<file path="config.mk">
export PLATFORM = sky130hd
export DESIGN_NAME = writeback_arbiter
export DESIGN_NICKNAME = d
export VERILOG_FILES = /design/src/rtl/writeback_arbiter.sv
export SDC_FILE = /design/constraint.sdc
export NUM_CORES = 1
export LEC_CHECK = 0
export BUFFER_PORTS_ARGS = -buffer_cell sky130_fd_sc_hd__clkbuf_2
export CORE_AREA = 2 2 63 77
export CTS_CLUSTER_DIAMETER = 100
export DETAILED_ROUTE_END_ITERATION = 6
export DIE_AREA = 0 0 65 79
export PLACE_DENSITY = 0.88
export SLEW_MARGIN = 5
export SYNTH_ARGS = -nofsm -noshare
export SYNTH_HDL_FRONTEND = slang
export SYNTH_SLANG_ARGS = --single-unit
</file>
<file path="constraint.sdc">
create_clock -name clk -period 2.6 [get_ports clk]
set_input_delay 0.26 -clock clk [delete_from_list [all_inputs] [get_ports clk]]
set_output_delay 0.26 -clock clk [all_outputs]
set_load 0.01 [all_outputs]
</file>
<file path="src/rtl/writeback_arbiter.sv">
// Round-robin arbiter sharing the register-file writeback port among NUMREQ result streams.
// Optional perf counters (ConflictCount, SquashCount) are enabled by WRITEBACK_ARB_PERF_EN.
module writeback_arbiter #(
  parameter int unsigned DATABITWIDTH = 16,
  parameter int unsigned NUMREQ       = 4
) (
  input  logic                           clk,
  input  logic                           async_rst_n,
  input  logic                           clk_en,
  input  logic                           WritebackBlock,
  input  logic                           MispredictedSpeculationPulse,
  input  logic [NUMREQ-1:0]              ReqValid,
  input  logic [NUMREQ-1:0]              ReqSpeculative,
  input  logic [NUMREQ*4-1:0]            ReqAddr,
  input  logic [NUMREQ*DATABITWIDTH-1:0] ReqData,
  output logic [NUMREQ-1:0]              ReqReady,
  output logic                           WritebackEn,
  output logic [3:0]                     WritebackRegisterAddr,
  output logic [DATABITWIDTH-1:0]        WritebackData
`ifdef WRITEBACK_ARB_PERF_EN
  ,
  output logic [15:0]                    ConflictCount,
  output logic [15:0]                    SquashCount
`endif
);

  localparam int unsigned PTRW = (NUMREQ > 1) ? $clog2(NUMREQ) : 1;

  logic [PTRW-1:0]         rr_ptr_q, rr_ptr_d;
  logic                    wb_en_q, wb_en_d;
  logic [3:0]              wb_addr_q, wb_addr_d;
  logic [DATABITWIDTH-1:0] wb_data_q, wb_data_d;

  logic                    found;
  logic [PTRW-1:0]         winner;
  logic [PTRW-1:0]         cand;
  logic                    grant_active;
  logic                    transfer;
  logic                    squash;
  logic [NUMREQ-1:0]       grant_onehot;
  logic [3:0]              win_addr;
  logic [DATABITWIDTH-1:0] win_data;
  logic                    win_spec;

  // Grant is masked during reset so no requester sees a handshake it cannot complete.
  assign grant_active = clk_en & ~WritebackBlock & async_rst_n;

  always_comb begin
    found  = 1'b0;
    winner = '0;
    cand   = '0;
    for (int unsigned k = 0; k < NUMREQ; k++) begin
      cand = PTRW'((32'(rr_ptr_q) + k) % NUMREQ);
      if (!found && ReqValid[cand]) begin
        found  = 1'b1;
        winner = cand;
      end
    end
  end

  always_comb begin
    grant_onehot = '0;
    win_addr     = '0;
    win_data     = '0;
    win_spec     = 1'b0;
    for (int i = 0; i < int'(NUMREQ); i++) begin
      if (winner == PTRW'(i)) begin
        grant_onehot[i] = 1'b1;
        win_addr        = ReqAddr[4*i +: 4];
        win_data        = ReqData[DATABITWIDTH*i +: DATABITWIDTH];
        win_spec        = ReqSpeculative[i];
      end
    end
  end

  assign transfer = found & grant_active;
  assign squash   = transfer & MispredictedSpeculationPulse & win_spec;
  assign ReqReady = transfer ? grant_onehot : '0;

  always_comb begin
    rr_ptr_d  = rr_ptr_q;
    wb_addr_d = wb_addr_q;
    wb_data_d = wb_data_q;
    // Zero-register and squashed results are consumed but never written.
    wb_en_d   = transfer & (win_addr != 4'd0) & ~squash;
    if (transfer) begin
      rr_ptr_d  = (32'(winner) == NUMREQ - 1) ? '0 : winner + 1'b1;
      wb_addr_d = win_addr;
      wb_data_d = win_data;
    end
  end

  always_ff @(posedge clk or negedge async_rst_n) begin
    if (!async_rst_n) begin
      rr_ptr_q  <= '0;
      wb_en_q   <= 1'b0;
      wb_addr_q <= '0;
      wb_data_q <= '0;
    end else if (clk_en) begin
      rr_ptr_q  <= rr_ptr_d;
      wb_en_q   <= wb_en_d;
      wb_addr_q <= wb_addr_d;
      wb_data_q <= wb_data_d;
    end
  end

  assign WritebackEn           = wb_en_q;
  assign WritebackRegisterAddr = wb_addr_q;
  assign WritebackData         = wb_data_q;

`ifdef WRITEBACK_ARB_PERF_EN
  logic [15:0] conflict_cnt_q, conflict_cnt_d;
  logic [15:0] squash_cnt_q, squash_cnt_d;
  logic        conflict;

  assign conflict = ~WritebackBlock & ($countones(ReqValid) >= 2);

  always_comb begin
    conflict_cnt_d = conflict_cnt_q;
    squash_cnt_d   = squash_cnt_q;
    if (conflict && conflict_cnt_q != 16'hFFFF) conflict_cnt_d = conflict_cnt_q + 16'd1;
    if (squash && squash_cnt_q != 16'hFFFF)     squash_cnt_d   = squash_cnt_q + 16'd1;
  end

  always_ff @(posedge clk or negedge async_rst_n) begin
    if (!async_rst_n) begin
      conflict_cnt_q <= '0;
      squash_cnt_q   <= '0;
    end else if (clk_en) begin
      conflict_cnt_q <= conflict_cnt_d;
      squash_cnt_q   <= squash_cnt_d;
    end
  end

  assign ConflictCount = conflict_cnt_q;
  assign SquashCount   = squash_cnt_q;
`endif

endmodule

</file>
### After elaboration in Yosys (flattened, before gate mapping)

Cells that the tools add are included.

| word-level totals | value |
|---|---|
| register bits after elaboration | 23 |
| input port bits | 93 |
| output and inout bits | 25 |
| logic and storage cells | 67 |

| cells by class | value |
|---|---|
| $add $sub $neg | 4 |
| magnitude comparators | 4 |
| equal/unequal tests | 3 |
| multiplexer cells | 34 |
| bitwise operators | 9 |
| reduce and logical (&&, ||, !) cells | 9 |

Operators with widths:

| kind | count |
|---|---|
| 2-to-1 mux 16 bit | 4 |
| 2-to-1 mux 4 bit | 5 |
| 2-to-1 mux 1 bit | 16 |
| < comparator 2 x 3 -> 1 bit, second input constant | 4 |
| 2-to-1 mux 2 bit | 5 |
| binary-select mux 1 bit (select 2 bit) | 4 |
| bitwise AND 1 bit | 7 |
| adder 2 x 1 -> 2 bit, second input constant | 2 |
| adder 2 bit, second input constant | 2 |
| equality test 2 bit, second input constant | 2 |
| nonzero test 4 bit | 1 |
| logical AND 1 bit | 3 |
| logical NOT 1 bit | 3 |
| equality test 2 x 1 -> 1 bit, second input constant | 1 |
| logical NOT 2 bit | 1 |
| inverter 1 bit | 2 |
| AND reduction 2 bit | 1 |

### Longest topological paths before layout

Gate-level depths: netlist (run 1).

| depth | value |
|---|---|
| depth after elaboration | 20 |
| gate-level depth with buffers | 12 |
| gate-level depth less buffers | 11 |

### Worst setup path before layout (run 1)

OpenSTA, ideal clock, no wires.

| timing | value |
|---|---|
| path kind | flip-flop to flip-flop |
| start point | register rr_ptr_q[1] |
| end point | register wb_data_q[10] (netlist: WritebackData[10]) |
| library setup time | 65 ps |
| data arrival time | 1972 ps |
| required time | 2535 ps |
| setup slack | 563 ps |
| stages on the path, launching flop included | 13 |
| path buffers | 1 |
| clock period less this slack | 2037 ps |
| cells stage by stage | dfrtp_1 nand2b_1 a21oi_1 a21oi_1 o21ai_1 inv_1 ha_1 clkbuf_1 nand3b_1 a21oi_1 a21oi_1 o211ai_1 o21a_1 |

| between the ends | value |
|---|---|
| longest elaborated chain between the ends | 17 |
| elaborated cells between the ends (all ways) | 35 |
| classes of those cells | 3 x add/sub; 3 x eq/ne; 20 x mux; 1 x bitwise; 8 x reduce/logical |

RTL lines:

| item | line | source |
|---|---|---|
| start, declared | 29 | `logic [PTRW-1:0] rr_ptr_q, rr_ptr_d;` |
| start signal, assigned | 100 | `rr_ptr_q <= rr_ptr_d;` |
| parallel branches: the longest is 17 deep, another holds adder 2 x 1 -> 2 bit | n/a |  |
| end signal, assigned | 103 | `wb_data_q <= wb_data_d;` |
| end, declared | 32 | `logic [DATABITWIDTH-1:0] wb_data_q, wb_data_d;` |

Parallel ways; which one is timed is not known. The select of a mux whose other input is x is not followed.
A chain may end at the register's enable or synchronous reset.

### Worst setup path after layout (run 1)

| timing | value |
|---|---|
| start point | register rr_ptr_q[1] |
| end point | output port ReqReady[2] |

| between the ends | value |
|---|---|
| longest elaborated chain between the ends | 15 |
| elaborated cells between the ends (all ways) | 29 |
| classes of those cells | 3 x add/sub; 1 x eq/ne; 18 x mux; 1 x bitwise; 6 x reduce/logical |

RTL lines:

| item | line | source |
|---|---|---|
| parallel branches: the longest is 14 deep, another holds adder 2 x 1 -> 2 bit | n/a |  |
| 2-to-1 mux 4 bit * | 78 | `assign ReqReady = transfer ? grant_onehot : '0;` |
| end, declared | 16 | `output logic [NUMREQ-1:0] ReqReady,` |

Every way passes the cells marked *. The select of a mux whose other input is x is not followed.

==> results of run 1 <==
==> final timing paths <==
| path | from | endpoint | slack, ns | depth (start not counted) |
|---|---|---|---|---|
| worst max-delay path | rr_ptr_q[1] | ReqReady[2] | 0.24 | 8 |
| worst min-delay path | async_rst_n | WritebackData[0] | 0.009 | 2 |
| worst max register to register | rr_ptr_q[1] | WritebackEn | 0.25 | 11 |
| worst min register to register | WritebackData[3] | WritebackData[3] | 0.50 | 1 |
| max in group asynchronous | async_rst_n | WritebackData[6] | 2.36 | 2 |
| min in group clk | clk_en | WritebackEn | 0.21 | 2 |
==> area by class of cell <==
class / instances / area (um2)
fill: 452 / 2026
multi-input combinational: 164 / 1016
timing repair buffer: 124 / 663.1
sequential: 23 / 575.6
tap: 58 / 72.57
clock buffer: 3 / 41.29
inverter: 7 / 26.28
clock inverter: 1 / 5.005
==> per-stage QoR <==
stage	util (%)	hold WS [ns]
after detailed placement	53.12	0.3189
after global placement	53.12	0.3120
final	54.23	0.008843
after CTS	54.17	0.01811
after floorplan	-	-0.03559
after global routing	54.23	0.03062
==> cells by family (layout without fill, tap and decap cells) <==
group,Yosys count,count (layout)
buffers and inverters,25,135
muxes,6,6
AOI/OAI and AO/OA,83,83
DFF,23,23
and+or+nand+nor,71,71
adders and majority gates,4,4
==> cells in the final DEF, fill, tap and decap left out, drive strengths merged, types with 7 or more instances in the layout <==
master	count
inv	7
buf	7
nand3b	19
nand2	35
o211ai	15
a21oi	36
dfrtp	23
clkbuf	120
o21a	15
==> layer usage <==
layer,GRT usage (%),up-vias
li1,-,985
met1,25.95,918
met2,44.54,98
met3,4.391,9
met4,8.298,0
met5,0,-
==> flip-flops by register name, indices dropped and copies added (netlist names) <==
register / cells
WritebackRegisterAddr: 4
WritebackData: 16
rr_ptr_q: 2
WritebackEn: 1
==> repair_timing <==
item | CTS | global route
endpoints found under the hold margin | 0 | 0
gates resized for setup | 0 | 1
endpoints found under the setup margin | 0 | 2
==> critical path, cell delays in order (launching register included) <==
cell and delay (ns):
dfrtp_1 0.44, nand2b_1 0.17, a21oi_1 0.14, a21oi_1 0.05, o21ai_1 0.16, ha_1 0.38, buf_12 0.22, and2_1 0.14
clkbuf_2 0.13
==> power by group <==
part,switching (mW),total (mW),internal (mW)
sequential,0.0877,0.578,0.490
clock,0.122,0.230,0.107
combinational,0.601,1.09,0.485
==> results.py, run 1 <==
metrics = {
    "placed_design": {
        "numPortBuffers": 117,
        "placed_cell_area_um2": 2351,
        "dp_hpwl_um": 4746,
        "preCtsSetupSlack_ns": 0.1907,
        "gp_congestion": 0.8531,
        "dp_cells": 376,
    },
    "synthesis": {
        "synth_edf_count": 0,
        "ys_top_cells_by_count": "a21oi_1, nand2_1, dfrtp_1",
        "ys_seq_area_share_pct": 33.90,
        "synth_top_family_by_area": "compound AO/OA/AOI/OAI gates",
        "ys.flop_type": "dfrtp_1",
        "syn_inst": 212,
        "synth_mux_area_share_pct": 3.906,
        "synth_seq_cells": 23,
        "ys_top_cells_by_area": "dfrtp_1, a21oi_1, nand3b_1, nand2_1, o211ai_1",
        "ys_warn_count": 0,
        "synthAdderAreaFrac_pct": 2.948,
        "synthesis.area_um2": 1698,
        "synth_top_area_share_pct": 33.90,
        "synth-async-reset-ratio_pct": 100.0,
        "synth_nets": 309,
        "yosys.area.top_type": "dfrtp_1",
        "synth-compound-area-share_pct": 31.47,
        "yosysUniqueCellTypes": 31,
        "synthXorXnorAreaFrac_pct": 0,
        "yosys.area_share.simple_pct": 21.37,
        "syn_avg_cell_area_um2": 8.009,
    },
    "route": {
        "wl_um": 5832,
        "drtPass1Iterations": 4,
        "antenna_left": 0,
        "wl_per_cell_um": 15.35,
        "wl_met2_um": 2957,
        "viasPerCell": 5.289,
        "highest_layer": "met4",
        "drc": 0,
        "vias": 2010,
        "wl_met1_um": 2282,
        "met3_length_um": 479,
        "drtIter0Drc": 45,
    },
    "power_and_ir_drop": {
        "p_leak_nw": 1.130,
        "finalPower_mw": 1.894,
        "peakVddDrop_uv": 390.9,
        "power.density_nw_per_um2": 789.0,
    },
    "timing": {
        "min_period_over_period_pct": 90.71,
        "slew_violations": 0,
        "worst_slew_pin_slew_ns": 0.3747,
        "min_period_ns": 2.359,
        "clock.fmax_ghz": 0.4240,
        "fin_setup_tns_ns": 0,
        "hold_violations": 0,
        "slew_headroom_pct": 74.96,
        "final.setup_skew_ns": 0.002626,
        "grt_setup_unrepaired": "false",
        "setup-violations-final": 0,
        "fin_ws_ns": 0.2414,
    },
    "layout": {
        "stdcell_count": 380,
        "layout-drive-gt1-share_pct": 41.93,
        "design_area_um2": 2400,
        "nets": 420,
        "n_antenna_cell": 0,
        "syn_to_final_growth_pct": 41.34,
    },
    "floorplanning": {
        "die_width_um": 65,
        "num_io_pins": 118,
        "die-area_um2": 5135,
        "initial_core_util_pct": 38.37,
        "core_area_um2": 4425,
        "die_h_um": 79,
        "rows": 27,
    },
    "global_route": {
        "grt_pass1_vias": 2084,
        "grt_pass1_wl_um": 9377,
        "antenna_found_initial": 0,
        "grt_remaining_overflow": 0,
        "grt_start_max_net_pins": 36,
        "grtUsageTotal_pct": 23.62,
    },
    "min_path": {
        "hold_class": "primary input to async pin",
    },
    "clocking": {
        "cts_tree": "yes",
        "clock_sinks": 23,
        "cts_max_level": 1,
        "clk_pin_slew_ns": 0.08,
        "postCtsSetupBuffers": 0,
        "cts_root_buf": "clkbuf_8",
        "clk_path_buf_depth": 2,
        "clock_latency_ns": 0.27,
        "hold_buffers": 0,
        "cts_buffers": 3,
    },
    "setup_path": {
        "cp.required_ns": 2.34,
        "crit_path_max_fanout": 31,
        "crit_path_start_kind": "flip-flop",
        "worstPathArrival_ns": 2.10,
        "crit_type": "flip-flop to output pin",
        "cp-end-kind": "output pin",
    },
    "flow_run": {
        "drv_cap": 0,
    },
    "run_status": {
        "status": "completed",
    },
}
Note: power is estimated with default switching activity, not from simulation.
==> run 2: changes to the inputs <==
--- a/config.mk
+++ b/config.mk
@@ -6,11 +6,11 @@
 export NUM_CORES = 1
 export LEC_CHECK = 0
 export BUFFER_PORTS_ARGS = -buffer_cell sky130_fd_sc_hd__clkbuf_2
-export CORE_AREA = 2 2 63 77
+export CORE_AREA = 2 2 69 71
 export CTS_CLUSTER_DIAMETER = 100
 export DETAILED_ROUTE_END_ITERATION = 6
-export DIE_AREA = 0 0 65 79
-export PLACE_DENSITY = 0.88
+export DIE_AREA = 0 0 71 73
+export PLACE_DENSITY = 0.87
 export SLEW_MARGIN = 5
 export SYNTH_ARGS = -nofsm -noshare
 export SYNTH_HDL_FRONTEND = slang
==> run 2 against run 1 <==
  * Combinational power about the same
  * Clock-buffer cell count unchanged
  * Hold slack improved by 0.0094 ns
  * Non-clock buffer count increased by 4
  * Clock power about the same
  * Highest routed layer unchanged
==> results.py, run 2 (same netlist as run 1, synthesis figures left out) <==
metrics = {
    "layout": {
        "mostFrequentLayoutCell": "clkbuf_2",
        "design_area_um2": 2407,
        "final_cell_mix": "clkbuf_2, nand2_1, a21oi_1",
        "nets": 424,
        "n_antenna_cell": 0,
        "largest_reg_flops": 16,
        "syn_to_final_growth_pct": 41.78,
        "layout-drive-gt1-share_pct": 42.94,
    },
    "clocking": {
        "clk_path_buf_depth": 2,
        "clk_pin_slew_ns": 0.09,
        "cts_root_buf": "clkbuf_8",
        "clock_sinks": 23,
        "clock_latency_ns": 0.27,
        "cts_tree": "yes",
        "cts_max_level": 1,
        "postCtsSetupBuffers": 0,
        "cts_buffers": 3,
    },
    "timing": {
        "min_period_ns": 2.389,
        "setup-violations-final": 0,
        "min_period_over_period_pct": 91.89,
        "clock.fmax_ghz": 0.4185,
        "final.setup_skew_ns": 0.003464,
        "slew_headroom_pct": 76.68,
        "hold_violations": 0,
        "fin_ws_ns": 0.2108,
        "worst_slew_pin_slew_ns": 0.3490,
        "slew_violations": 0,
    },
    "placed_design": {
        "dp_hpwl_um": 4428,
        "placed_cell_area_um2": 2351,
        "gp_congestion": 0.8738,
        "numPortBuffers": 117,
        "preCtsSetupSlack_ns": 0.2123,
    },
    "route": {
        "drc": 0,
        "wl_um": 5576,
        "drtPass1Iterations": 4,
        "vias": 2046,
        "drtIter0Drc": 99,
        "antenna_left": 0,
        "viasPerCell": 5.384,
        "wl_per_cell_um": 14.67,
    },
    "setup_path": {
        "crit_top_cell": "a21oi_1",
        "r2r_cells": 10,
        "critPathSlowestCell": "dfrtp_1",
        "crit_path_max_fanout": 23,
        "slowest_delay_ns": 0.44,
        "worstReg2RegStart": "rr_ptr_q[0]",
        "path_cells": "nand2b_1 > a21oi_1 > a21oi_1 > o21ai_2 > ha_1 > buf_4 > and2_1 > clkbuf_2",
        "crit_path_start_kind": "flip-flop",
        "worstReg2RegEnd": "WritebackEn",
        "crit_type": "flip-flop to output pin",
        "regToRegSetupSlack_ns": 0.23,
        "worstPathArrival_ns": 2.13,
        "cp-end-kind": "output pin",
        "cp.required_ns": 2.34,
    },
    "floorplanning": {
        "initial_core_util_pct": 37.43,
        "die-area_um2": 5183,
        "num_io_pins": 118,
        "core_area_um2": 4536,
        "rows": 25,
        "die_width_um": 71,
        "die_h_um": 73,
    },
    "power_and_ir_drop": {
        "p_leak_nw": 1.147,
        "power.density_nw_per_um2": 788.1,
        "peakVddDrop_uv": 296.6,
    },
    "global_route": {
        "grt_pass1_wl_um": 8797,
        "antenna_found_initial": 0,
        "grt_remaining_overflow": 0,
        "grt_start_max_net_pins": 24,
        "grt_pass1_vias": 1903,
        "grtUsageTotal_pct": 21.29,
    },
    "min_path": {
        "hold_class": "primary input to async pin",
    },
    "flow_run": {
        "drv_cap": 0,
    },
    "run_status": {
        "status": "completed",
    },
}
## run 2: changes by cell type in the layout (fill, tap and decap cells not counted)
cell and delta:
ha_1 +1, a221oi_2 +1, buf_12 -2, o21ai_2 +1, buf_4 +6, ha_2 -1, o21ai_1 -1, a221oi_1 -1
## run 2: metal layers
layer / share of wire, % / global-route usage [%] / vias up
met2: 51 / 38.94 / 95
met4: 1.7 / 6.499 / 0
met1: 39 / 25.30 / 948
li1: - / - / 994
met3: 8.6 / 4.006 / 9
met5: 0 / 0 / -
## run 2: metrics by stage
step	total power, mW	util, %	setup TNS (ns)	std cells	hold slack [ns]
floorplan	1.259	-	0	212	-0.03559
global placement	1.620	51.83	0	376	0.3118
detailed placement	1.663	51.83	0	376	0.3197
CTS	1.898	52.86	0	380	0.02310
global route	2.057	53.08	-0.02084	380	0.02784
finish	1.897	53.08	0	380	0.01822
## run 2: power by group
| group | total (mW) | internal, mW | leakage (nW) | switching (mW) |
|---|---|---|---|---|
| combinational | 1.09 | 0.484 | 0.855 | 0.605 |
| clock | 0.233 | 0.107 | 0.0255 | 0.126 |
| sequential | 0.575 | 0.490 | 0.266 | 0.0854 |
## run 2: worst max-delay path by stage
stage | start | to | slack, ns | cells after the start
global route | rr_ptr_q[1] | WritebackEn | -0.02 | 10
floorplan | rr_ptr_q[1] | WritebackData[10] | 0.56 | 12
finish | rr_ptr_q[1] | ReqReady[2] | 0.21 | 8
CTS | rr_ptr_q[1] | ReqReady[2] | 0.16 | 8
detailed placement | rr_ptr_q[1] | WritebackEn | 0.21 | 12
global placement | rr_ptr_q[1] | WritebackEn | 0.36 | 12
## run 2: final cells by class
cell class                      count  area (um2)
Multi-Input combinational cell    164        1023
Inverter                            7       26.28
Timing Repair Buffer              128       668.1
Sequential cell                    23       575.6
Clock inverter                      1       5.005
Tap cell                           54       67.56
Fill cell                         436        2128
Clock buffer                        3       41.29
## run 2: what timing repair did
| item | 4_1_cts | 5_1_grt |
|---|---|---|
| hold buffers | 0 | 0 |
| gates resized for setup | 0 | 2 |
| setup endpoints to repair | 0 | 6 |
## run 2: critical path, delay by kind of cell, from the launching register on
kind            cells  cell delay [ns]
flops               1             0.44
simple gates        2             0.36
fa+ha+maj           1             0.31
buf+inv             2             0.44
compound gates      3             0.31
==> run 3: changes to the inputs <==
--- a/config.mk
+++ b/config.mk
@@ -5,12 +5,13 @@
 export SDC_FILE = /design/constraint.sdc
 export NUM_CORES = 1
 export LEC_CHECK = 0
+export ABC_AREA = 1
 export BUFFER_PORTS_ARGS = -buffer_cell sky130_fd_sc_hd__clkbuf_2
-export CORE_AREA = 2 2 69 71
+export CORE_AREA = 2 2 74 76
 export CTS_CLUSTER_DIAMETER = 100
 export DETAILED_ROUTE_END_ITERATION = 6
-export DIE_AREA = 0 0 71 73
-export PLACE_DENSITY = 0.87
+export DIE_AREA = 0 0 76 78
+export PLACE_DENSITY = 0.85
 export SLEW_MARGIN = 5
 export SYNTH_ARGS = -nofsm -noshare
 export SYNTH_HDL_FRONTEND = slang
==> run 3 against run 2 <==
  * Sequential cell count unchanged
  * The run now ends with setup timing left
  * Non-clock buffer count increased by 26
  * Highest routed layer unchanged
  * Combinational power increased to 4.7 times the previous value
  * Critical path depth increased by 7
  * Die area increased by 14%
  * Critical endpoint unchanged
  * Design area increased by 32%
  * Largest cell class unchanged
  * Register-to-register slack got worse by 0.25 ns
  * Synthesized cell count increased by 33%
==> results.py, run 3 <==
metrics = {
    "route": {
        "drc": 0,
        "antenna_left": 0,
        "vias": 2498,
        "wl_um": 7285,
        "drtIter0Drc": 82,
        "drtPass1Iterations": 4,
        "viasPerCell": 5.036,
        "wl_per_cell_um": 14.69,
    },
    "synthesis": {
        "ys_warn_count": 0,
        "synth_seq_cells": 23,
        "syn_inst": 283,
        "ys_seq_area_share_pct": 29.15,
        "ys.flop_type": "dfrtp_1",
        "synthesis.area_um2": 1974,
        "synth_nets": 380,
        "syn_avg_cell_area_um2": 6.977,
        "synth_most_common_cell": "nand2_1",
        "yosysUniqueCellTypes": 31,
        "yosys.area.top_type": "dfrtp_1",
        "ys_top_cells_by_count": "nand2_1, a21oi_1, nor2_1",
        "synth_top_area_share_pct": 29.15,
        "ys_top_cells_by_area": "dfrtp_1, nand2_1, a21oi_1, mux2i_1, o21ai_2",
        "synth-async-reset-ratio_pct": 100.0,
        "synth_edf_count": 0,
    },
    "floorplanning": {
        "die_width_um": 76,
        "die-area_um2": 5928,
        "rows": 26,
        "die_h_um": 78,
        "num_io_pins": 118,
        "core_area_um2": 5042,
        "initial_core_util_pct": 39.16,
    },
    "global_route": {
        "use_met1_pct": 25.00,
        "met3_usage_pct": 4.302,
        "grt_pass1_vias": 2209,
        "antenna_found_initial": 0,
        "grt_start_max_net_pins": 30,
        "grt_remaining_overflow": 0,
        "grt_pass1_wl_um": 10050,
        "grt_util_met2_pct": 36.61,
        "busiest_layer": "met2",
        "grtUsageTotal_pct": 20.45,
    },
    "power_and_ir_drop": {
        "power_switching_mw": 2.974,
        "p_seq_share_pct": 10.3,
        "clkPwrFrac_pct": 3.8,
        "swShare_pct": 49.95,
        "combPwrFrac_pct": 85.9,
        "p_leak_nw": 1.644,
        "internal_power_mw": 2.981,
        "power.density_nw_per_um2": 1875,
        "peakVddDrop_uv": 730.1,
    },
    "setup_path": {
        "path_cells": "buf_6 > buf_6 > nand2_4 > nand3_2 > nand2_2 > nor2_4 > nand3_1 > nand3_1 > nand2_2 > inv_4 > ha_4 > inv_6 > buf_8 > nor2_4 > buf_6",
        "cp.required_ns": 2.34,
        "crit_type": "flip-flop to output pin",
        "r2r_cells": 16,
        "worstReg2RegEnd": "WritebackData[1]",
        "worstPathArrival_ns": 2.40,
        "crit_top_cell": "buf_6",
        "crit_path_max_fanout": 8,
        "critPathSlowestCell": "dfrtp_2",
        "slowest_delay_ns": 0.43,
        "cp-end-kind": "output pin",
        "worstSetupStartpoint": "rr_ptr_q[0]",
        "critPathCapture": "ReqReady[2]",
        "regToRegSetupSlack_ns": -0.02,
        "crit_path_start_kind": "flip-flop",
        "worstReg2RegStart": "rr_ptr_q[0]",
    },
    "clocking": {
        "clock_sinks": 23,
        "cts_max_level": 1,
        "cts_tree": "yes",
        "clk_pin_slew_ns": 0.09,
        "hold_buffers": 0,
        "cts_buffers": 3,
        "clock_latency_ns": 0.26,
        "clk_path_buf_depth": 2,
        "cts_root_buf": "clkbuf_8",
    },
    "placed_design": {
        "gp_congestion": 0.9576,
        "numPortBuffers": 117,
        "dp_hpwl_um": 4949,
        "dp_cells": 474,
    },
    "timing": {
        "min_period_over_period_pct": 102.5,
        "hold_violations": 0,
        "min_period_ns": 2.665,
        "worst_slew_pin_slew_ns": 0.3897,
        "fin_ws_ns": -0.06476,
        "slew_headroom_pct": 74.00,
        "slew_violations": 0,
        "grt_setup_unrepaired": "true",
        "final.setup_skew_ns": 0.004210,
        "clock.fmax_ghz": 0.3753,
        "setup-violations-final": 3,
    },
    "layout": {
        "stdcell_count": 496,
        "post-route-util_pct": 62.98,
        "final_cell_mix": "clkbuf_2, nand2_1, buf_4",
        "n_antenna_cell": 0,
        "syn_to_final_growth_pct": 60.84,
        "layout-drive-gt1-share_pct": 55.63,
        "mostFrequentLayoutCell": "clkbuf_2",
        "largest_reg_flops": 16,
        "nets": 524,
        "n_fill_cell": 424,
    },
    "run_status": {
        "status": "complete, but fails checks",
        "violations": "setup timing",
    },
    "min_path": {
        "hold_class": "primary input to async pin",
    },
    "flow_run": {
        "drv_cap": 0,
    },
}
[run 3: cell types whose count changed after synthesis, moves of 5 or more]
cell / change
nor2_1: +23
o21ai_2: +14
buf_2: -5
mux2i_1: +15
mux2_2: -5
nand2_1: +55
nand3b_1: -18
nand2_2: +7
o21a_1: -15
o211ai_1: -14
o21ai_0: +5
nand3_1: +8
inv_1: +7
[run 3: worst min path at each step]
stage | end | slack [ns]
2_1_floorplan | WritebackData[0] | -0.04
3_3_place_gp | WritebackRegisterAddr[3] | 0.34
3_5_place_dp | WritebackRegisterAddr[3] | 0.33
4_1_cts | WritebackData[7] | 0.04
5_1_grt | WritebackData[7] | 0.04
6_report | WritebackData[7] | 0.03
[run 3: cell type report]
cell class | count | area, um2 | share of cell area, %
clock buffers | 4 | 45.04 | 1.418
repair buffers | 154 | 944.7 | 29.75
inverters | 16 | 70.07 | 2.206
well taps | 70 | 87.58 | 2.758
multi-input cells | 228 | 1443 | 45.43
flip-flops and latches | 23 | 578.1 | 18.20
repair inverters | 1 | 7.507 | 0.2364
[run 3: cells by family (layout without fill, tap and decap cells)]
logic type / count (synthesis) / after routing / synth area share [%]
compound gates: 65 / 65 / 19.90
fa+ha+maj: 4 / 4 / 2.535
buf+inv: 32 / 175 / 9.316
flops: 23 / 23 / 29.15
mux: 16 / 16 / 8.111
simple gates: 143 / 143 / 30.99
[run 3: through the flow]
step                cell area (um2)  worst slack [ns]  hold WS [ns]  power (mW)  TNS (ns)
global placement               2686           0.09140        0.3354       4.154         0
global route                   3176           -0.1666       0.04449       6.431    -2.334
CTS                            2753           0.01093       0.04347       4.573         0
detailed placement             2686          0.003190        0.3327       4.274         0
floorplan                      1974            0.1459      -0.03559       3.113         0
finish                         3176          -0.06476       0.02773       5.955  -0.09405
[run 3: critical path: cells and delay by family, from the launching register on]
family	cells	cell delay, ns
buffers and inverters	6	0.67
adders and majority gates	1	0.18
and+or+nand+nor	8	0.84
DFF	1	0.43
[run 3: metal layers]
layer / vias up / share of wire [%]
met5: - / 0
met4: 0 / 3.1
met3: 26 / 7.8
met2: 130 / 49
met1: 1136 / 40
li1: 1206 / -
[run 3: repair_timing]
item                       CTS  global route
setup endpoints to repair    3            24
gates resized for setup      7            85
gates cloned                 0             4
setup buffers                0            14
pin swaps                    0            25
[run 3: power by group through the flow]
stage          Combinational [mW]  Clock, mW  Sequential (mW)
2_1_floorplan                2.46          0            0.657
3_3_place_gp                 3.56          0            0.596
3_5_place_dp                 3.67          0            0.603
4_1_cts                      3.74      0.233            0.596
5_1_grt                      5.56      0.246            0.627
6_report                     5.12      0.226            0.612
